==> src/rtl/mw_cook_controller.sv <==
`default_nettype none
// ============================================================================
//  Module   : mw_cook_controller
//  Purpose  : Control FSM for the microwave cook cycle. Shifts keypad digits
//             into the external minutes/seconds countdown timer, produces a
//             one-second count-enable strobe while cooking, reacts to the
//             timer zero flag and drives the magnetron and status outputs.
//
//  Parameters
//    CLK_DIV     clock cycles per one-second tick (2 .. 2**26)
//    DONE_SECS   seconds the DONE state is held before IDLE (1 .. 15)
//
//  Ports
//    clock        in   system clock, rising edge
//    Cn           in   asynchronous active-low reset
//    key_valid    in   one-cycle strobe, keypad digit present
//    key_digit    in   [3:0] BCD digit, 10..15 ignored
//    start        in   one-cycle strobe, start / resume cooking
//    stop         in   one-cycle strobe, pause, or clear when paused/idle
//    door_closed  in   level, 1 = door closed
//    zero         in   level from timer, 1 = all digits zero
//    tmr_in       out  [3:0] digit presented to the timer load input
//    tmr_load     out  one-cycle timer load strobe
//    tmr_clr_n    out  one-cycle active-low timer clear
//    tmr_en       out  one-cycle count enable, once per second in COOK
//    mag_on       out  magnetron enable
//    cooking      out  status, FSM in COOK
//    done         out  status, FSM in DONE
//    beep         out  (only with MW_BEEP_EN) toggles every second in DONE
//
//  Build option
//    MW_BEEP_EN   when defined, adds the beep output.
//
//  Revision : 1.0  initial release
// ============================================================================
module mw_cook_controller #(
  parameter int CLK_DIV   = 50000000,
  parameter int DONE_SECS = 3
) (
  input  logic       clock,
  input  logic       Cn,
  input  logic       key_valid,
  input  logic [3:0] key_digit,
  input  logic       start,
  input  logic       stop,
  input  logic       door_closed,
  input  logic       zero,
  output logic [3:0] tmr_in,
  output logic       tmr_load,
  output logic       tmr_clr_n,
  output logic       tmr_en,
  output logic       mag_on,
  output logic       cooking,
  output logic       done
`ifdef MW_BEEP_EN
  ,
  output logic       beep
`endif
);

  localparam int              TICK_W    = (CLK_DIV > 2) ? $clog2(CLK_DIV) : 1;
  localparam logic [TICK_W-1:0] TICK_LAST = TICK_W'(CLK_DIV - 1);
  localparam logic [TICK_W-1:0] TICK_ONE  = TICK_W'(1);
  localparam logic [3:0]      DONE_LAST = 4'(DONE_SECS - 1);
  localparam logic [1:0]      DIGITS_MAX = 2'd3;

  typedef enum logic [2:0] {
    S_IDLE  = 3'd0,
    S_ENTRY = 3'd1,
    S_COOK  = 3'd2,
    S_PAUSE = 3'd3,
    S_DONE  = 3'd4
  } state_t;

  state_t              state;
  state_t              state_nxt;
  logic [TICK_W-1:0]   tick_cnt;
  logic [TICK_W-1:0]   tick_nxt;
  logic [1:0]          digit_cnt;
  logic [1:0]          digit_nxt;
  logic [3:0]          done_cnt;
  logic [3:0]          done_nxt;
  // Set by reset; forces the timer-clear pulse in the first cycle after release.
  logic                init_clr;

  logic [3:0]          tmr_in_nxt;
  logic                load_nxt;
  logic                clr_n_nxt;
  logic                en_nxt;

  logic                key_ok;
  logic                tick_last;

  assign key_ok    = key_valid && (key_digit <= 4'd9);
  assign tick_last = (tick_cnt == TICK_LAST);

  // --------------------------------------------------------------------------
  // State and output registers
  // --------------------------------------------------------------------------
  always_ff @(posedge clock or negedge Cn) begin
    if (!Cn) begin
      state     <= S_IDLE;
      tick_cnt  <= '0;
      digit_cnt <= '0;
      done_cnt  <= '0;
      init_clr  <= 1'b1;
      tmr_in    <= '0;
      tmr_load  <= 1'b0;
      tmr_clr_n <= 1'b1;
      tmr_en    <= 1'b0;
      mag_on    <= 1'b0;
      cooking   <= 1'b0;
      done      <= 1'b0;
    end else begin
      state     <= state_nxt;
      tick_cnt  <= tick_nxt;
      digit_cnt <= digit_nxt;
      done_cnt  <= done_nxt;
      init_clr  <= 1'b0;
      tmr_in    <= tmr_in_nxt;
      tmr_load  <= load_nxt;
      tmr_clr_n <= clr_n_nxt;
      tmr_en    <= en_nxt;
      // Status outputs are decoded from the next state so they are registered
      // and change on the same edge as the state itself.
      mag_on    <= (state_nxt == S_COOK);
      cooking   <= (state_nxt == S_COOK);
      done      <= (state_nxt == S_DONE);
    end
  end

  // --------------------------------------------------------------------------
  // Next-state and next-output logic
  // Event priority inside each state: door open, stop, zero, start, key.
  // --------------------------------------------------------------------------
  always_comb begin
    state_nxt  = state;
    tick_nxt   = tick_cnt;
    digit_nxt  = digit_cnt;
    done_nxt   = done_cnt;
    tmr_in_nxt = tmr_in;
    load_nxt   = 1'b0;
    clr_n_nxt  = 1'b1;
    en_nxt     = 1'b0;

    if (init_clr) begin
      // Power-on clear of the timer; inputs are not acted on in this cycle so
      // the clear can never coincide with a load.
      clr_n_nxt = 1'b0;
    end else begin
      case (state)
        S_IDLE: begin
          if (stop) begin
            clr_n_nxt = 1'b0;
            digit_nxt = '0;
          end else if (start && door_closed && !zero) begin
            state_nxt = S_COOK;
            tick_nxt  = '0;
          end else if (key_ok) begin
            tmr_in_nxt = key_digit;
            load_nxt   = 1'b1;
            digit_nxt  = 2'd1;
            state_nxt  = S_ENTRY;
          end
        end

        S_ENTRY: begin
          if (stop) begin
            clr_n_nxt = 1'b0;
            digit_nxt = '0;
            state_nxt = S_IDLE;
          end else if (start && door_closed && !zero) begin
            state_nxt = S_COOK;
            tick_nxt  = '0;
          end else if (key_ok && (digit_cnt != DIGITS_MAX)) begin
            tmr_in_nxt = key_digit;
            load_nxt   = 1'b1;
            digit_nxt  = digit_cnt + 2'd1;
          end
        end

        S_COOK: begin
          if (!door_closed || stop) begin
            // Tick count is frozen so a resume continues the partial second.
            state_nxt = S_PAUSE;
          end else if (zero && !tmr_en) begin
            // While tmr_en is high the timer is mid-decrement and zero is stale.
            state_nxt = S_DONE;
            tick_nxt  = '0;
            done_nxt  = '0;
          end else if (tick_last) begin
            tick_nxt = '0;
            en_nxt   = 1'b1;
          end else begin
            tick_nxt = tick_cnt + TICK_ONE;
          end
        end

        S_PAUSE: begin
          if (stop) begin
            clr_n_nxt = 1'b0;
            digit_nxt = '0;
            state_nxt = S_IDLE;
          end else if (start && door_closed) begin
            state_nxt = S_COOK;
          end
        end

        S_DONE: begin
          if (stop || start) begin
            state_nxt = S_IDLE;
          end else if (key_ok) begin
            tmr_in_nxt = key_digit;
            load_nxt   = 1'b1;
            digit_nxt  = 2'd1;
            state_nxt  = S_ENTRY;
          end else if (tick_last) begin
            tick_nxt = '0;
            if (done_cnt == DONE_LAST) begin
              state_nxt = S_IDLE;
            end else begin
              done_nxt = done_cnt + 4'd1;
            end
          end else begin
            tick_nxt = tick_cnt + TICK_ONE;
          end
        end

        default: begin
          state_nxt = S_IDLE;
        end
      endcase
    end
  end

`ifdef MW_BEEP_EN
  // --------------------------------------------------------------------------
  // Beeper: high on DONE entry, toggles on each one-second tick inside DONE,
  // low everywhere else.
  // --------------------------------------------------------------------------
  always_ff @(posedge clock or negedge Cn) begin
    if (!Cn) begin
      beep <= 1'b0;
    end else if (state_nxt == S_DONE) begin
      if (state != S_DONE) begin
        beep <= 1'b1;
      end else if (tick_last) begin
        beep <= ~beep;
      end
    end else begin
      beep <= 1'b0;
    end
  end
`endif

endmodule
`default_nettype wire

==> config.mk <==
export PLATFORM = sky130hd
export DESIGN_NAME = mw_cook_controller
export DESIGN_NICKNAME = d
export VERILOG_FILES = /design/src/rtl/mw_cook_controller.sv
export SDC_FILE = /design/constraint.sdc
export NUM_CORES = 1
export LEC_CHECK = 0
export CAP_MARGIN = 30
export CORE_MARGIN = 3
export CORE_UTILIZATION = 58
export DETAILED_ROUTE_END_ITERATION = 12
export PLACE_DENSITY = 0.79
export SLEW_MARGIN = 40
export SYNTH_ARGS = -nofsm -noshare
export SYNTH_HDL_FRONTEND = slang
export SYNTH_SLANG_ARGS = --single-unit
==> constraint.sdc <==
create_clock -name clock -period 2.4 [get_ports clock]
set_input_delay 0.72 -clock clock [delete_from_list [all_inputs] [get_ports clock]]
set_output_delay 0.72 -clock clock [all_outputs]
set_load 0.005 [all_outputs]
==> impl_metrics.json <==
{
  "holdWs_ps": 483,
  "initial_core_util": 0.620,
  "skew_ps": 10.7,
  "via_per_inst": 6.60,
  "r2r_end": "tick_cnt[5]",
  "powerDensity_nw_per_um2": 664,
  "async_flop_share": 1.00,
  "drc": 0,
  "syn_inst": 304,
  "status": "finished clean",
  "worst_setup_path_start_kind": "input pin",
  "coreArea_um2": 4470,
  "cts-htree-levels": 2,
  "io_pins": 21,
  "hold_buffers": 0,
  "design_area_um2": 3480,
  "post-route-period-util": 0.965,
  "dpl.hpwl_um": 5250,
  "crit_slowest_cell": "a221o_1",
  "dieArea_um2": 5650,
  "critPathKind": "in -> reg",
  "drtPass1Iterations": 5,
  "routed_wl_um": 7260,
  "ys_top_cells_by_area": "dfrtp_1 (39%), nand2_1 (3.8%), nand3_1 (2.7%)",
  "die_y_um": 75.1,
  "path_buf_inv": 2,
  "synth.distinct_cells": 59,
  "worstPathMaxFanout": 7,
  "cts_tree": "built",
  "grt_usage": 0.274,
  "path_clk_slew_ps": 90,
  "fmax_mhz": 432,
  "avgSynthCellArea_um2": 9.12,
  "cts-root-buf": "clkbuf_8",
  "rr_startpoint": "state[2]",
  "final_common_cell": "buf_4",
  "cp_data_required_time_ps": 2600,
  "slew_headroom": 0.507,
  "slowest_delay_ps": 360,
  "post_dp_cell_area_um2": 3330,
  "syn_to_final_growth_pct": 25.6,
  "crit_chain": "dlygate4sd2_1 > nor3_4 > a21oi_2 > a221o_1 > or3_1 > buf_4 > o41ai_2",
  "overflow": 0,
  "grt_pass1_vias": 2530,
  "rows": 24,
  "yosys_most_used_dff": "dfrtp_1",
  "yosysWarnings": 0,
  "placement.io_buffers": 20,
  "yosysTopAreaCellShare": 0.388,
  "path_delay_family": "compound AO/OA/AOI/OAI gates",
  "wire_per_inst_um": 17.4,
  "slew_viol_final": 0,
  "grt_max_degree": 46,
  "n_antenna_cell": 0,
  "place.gp.congestion": 0.883,
  "drtAntennaViolNets": 0,
  "cts-buffers-inserted": 5,
  "antenna_found_initial": 0,
  "finalSetupViolations": 0,
  "leakage_uw": 0.00142,
  "drt_iter0_drc": 338,
  "min_path_type": "in -> async",
  "p_total_uw": 2310,
  "crit_path_end_kind": "flop",
  "synth_top_cell_by_area": "dfrtp_1",
  "cp.arrival_ps": 2520,
  "reg2reg_depth": 6,
  "yosysSeqAreaShare": 0.407,
  "grt_pass1_wl_um": 12100,
  "post-route-min-period_ps": 2320,
  "cts_max_path_buffers": 2,
  "ys_ff_latch": 45,
  "irDropWorstVdd_mv": 0.391,
  "drive_above_1_share": 0.265,
  "synth_edf_count": 0,
  "final_cell_mix": "buf_4 (48), dfrtp_1 (43), nand2_1 (28), nor2_1 (17), nand3_1 (15)",
  "hold_violations": 0,
  "worst_pin_slew_ps": 738,
  "clock_latency_ps": 310,
  "r2r_slack_ps": 110,
  "layout.nets": 380,
  "synth_area_um2": 2770,
  "die_w_um": 75.1,
  "cts.sinks": 45,
  "synth_fp_nets": 319,
  "dr_total_vias": 2757,
  "path_depth": 7,
  "maxCapViolations": 0
}
==> worst max-delay path by stage <==
stage / endpoint / startpoint / slack (ps)
final: tick_cnt[5] / stop / 80
after global routing: done_cnt[3] / stop / -6
after floorplan: tick_cnt[11] / stop / 20
after CTS: tick_cnt[20] / door_closed / 8
after global placement: done_cnt[2] / stop / -420
after detailed placement: done_cnt[1] / stop / -440
==> final cells by class <==
| class | instances | area (µm²) |
|---|---|---|
| well taps | 52 | 65.1 |
| clock buffers | 5 | 68.8 |
| inverters | 12 | 45.0 |
| fillers | 319 | 992 |
| flip-flops and latches | 45 | 1130 |
| clock inverters | 3 | 25.0 |
| repair buffers | 71 | 593 |
| multi-input cells | 230 | 1560 |
==> cell families (layout without fill, tap and decap cells) <==
| group | after synthesis | after routing | synth area share |
|---|---|---|---|
| muxes | 7 | 7 | 0.0280 |
| other | 1 | 1 | 0.00135 |
| and+or+nand+nor | 133 | 133 | 0.267 |
| adders and majority gates | 4 | 4 | 0.0181 |
| AOI/OAI and AO/OA | 85 | 85 | 0.230 |
| buffers and inverters | 29 | 91 | 0.0487 |
| DFF | 45 | 45 | 0.407 |
==> worst reg2reg max path, delay by kind of cell, from the launching register on <==
kind | cells | cell delay (ps)
flip-flops | 1 | 530
buffers and inverters | 1 | 190
AO/OA/AOI/OAI | 3 | 790
AND/OR/NAND/NOR | 2 | 680
==> power by group <==
group,total (µW),switching [µW],internal [µW]
clock network,492,280,212
logic,721,347,374
registers,1100,176,922
==> sequential cells by signal, indices dropped and copies added (netlist names) <==
signal	cells
state	3
tmr_en	1
tmr_load	1
done_cnt	4
done	1
tick_cnt	26
tmr_in	4
tmr_clr_n	1
init_clr	1
cooking	1
digit_cnt	2
==> Yosys cell counts, drive strengths merged, types with 3 or more instances <==
| library cell | number |
|---|---|
| dfrtp | 43 |
| nand2 | 28 |
| nor2 | 18 |
| o21ai | 16 |
| nand3 | 15 |
| nor3 | 13 |
| inv | 12 |
| nand4 | 11 |
| a21oi | 10 |
| buf | 10 |
| a22o | 8 |
| a31o | 8 |
| a31oi | 7 |
| clkbuf | 7 |
| nor4 | 7 |
| mux2 | 6 |
| nand2b | 6 |
| nor2b | 6 |
| or4 | 6 |
| a32oi | 5 |
| nor3b | 5 |
| o22ai | 5 |
| a221o | 4 |
| ha | 4 |
| or3 | 4 |
| o31ai | 3 |
==> what timing repair did <==
item,4_1_cts,5_1_grt
gates resized for setup,10,12
pin swaps,6,3
buffers inserted,1,0
endpoints found under the setup margin,24,24
==> metal layers <==
metal  global-route usage  share of wire  vias up
met3               0.0494          0.076       16
met1                0.399           0.44     1323
met4               0.0563          0.017        0
met2                0.431           0.46      129
li1                     -              -     1289
met5                    0              0        -
==> through the flow <==
step | utilization | setup TNS (ps) | worst slack (ps) | instances
finish | 0.778 | 0 | 83.3 | 418
global route | 0.778 | -6.08 | -6.08 | 418
CTS | 0.768 | 0 | 7.69 | 418
detailed placement | 0.745 | -12250 | -439 | 409
global placement | 0.744 | -12910 | -420 | 409
floorplan | - | 0 | 17.3 | 304
No activity file was read; power rests on OpenSTA's default activity.
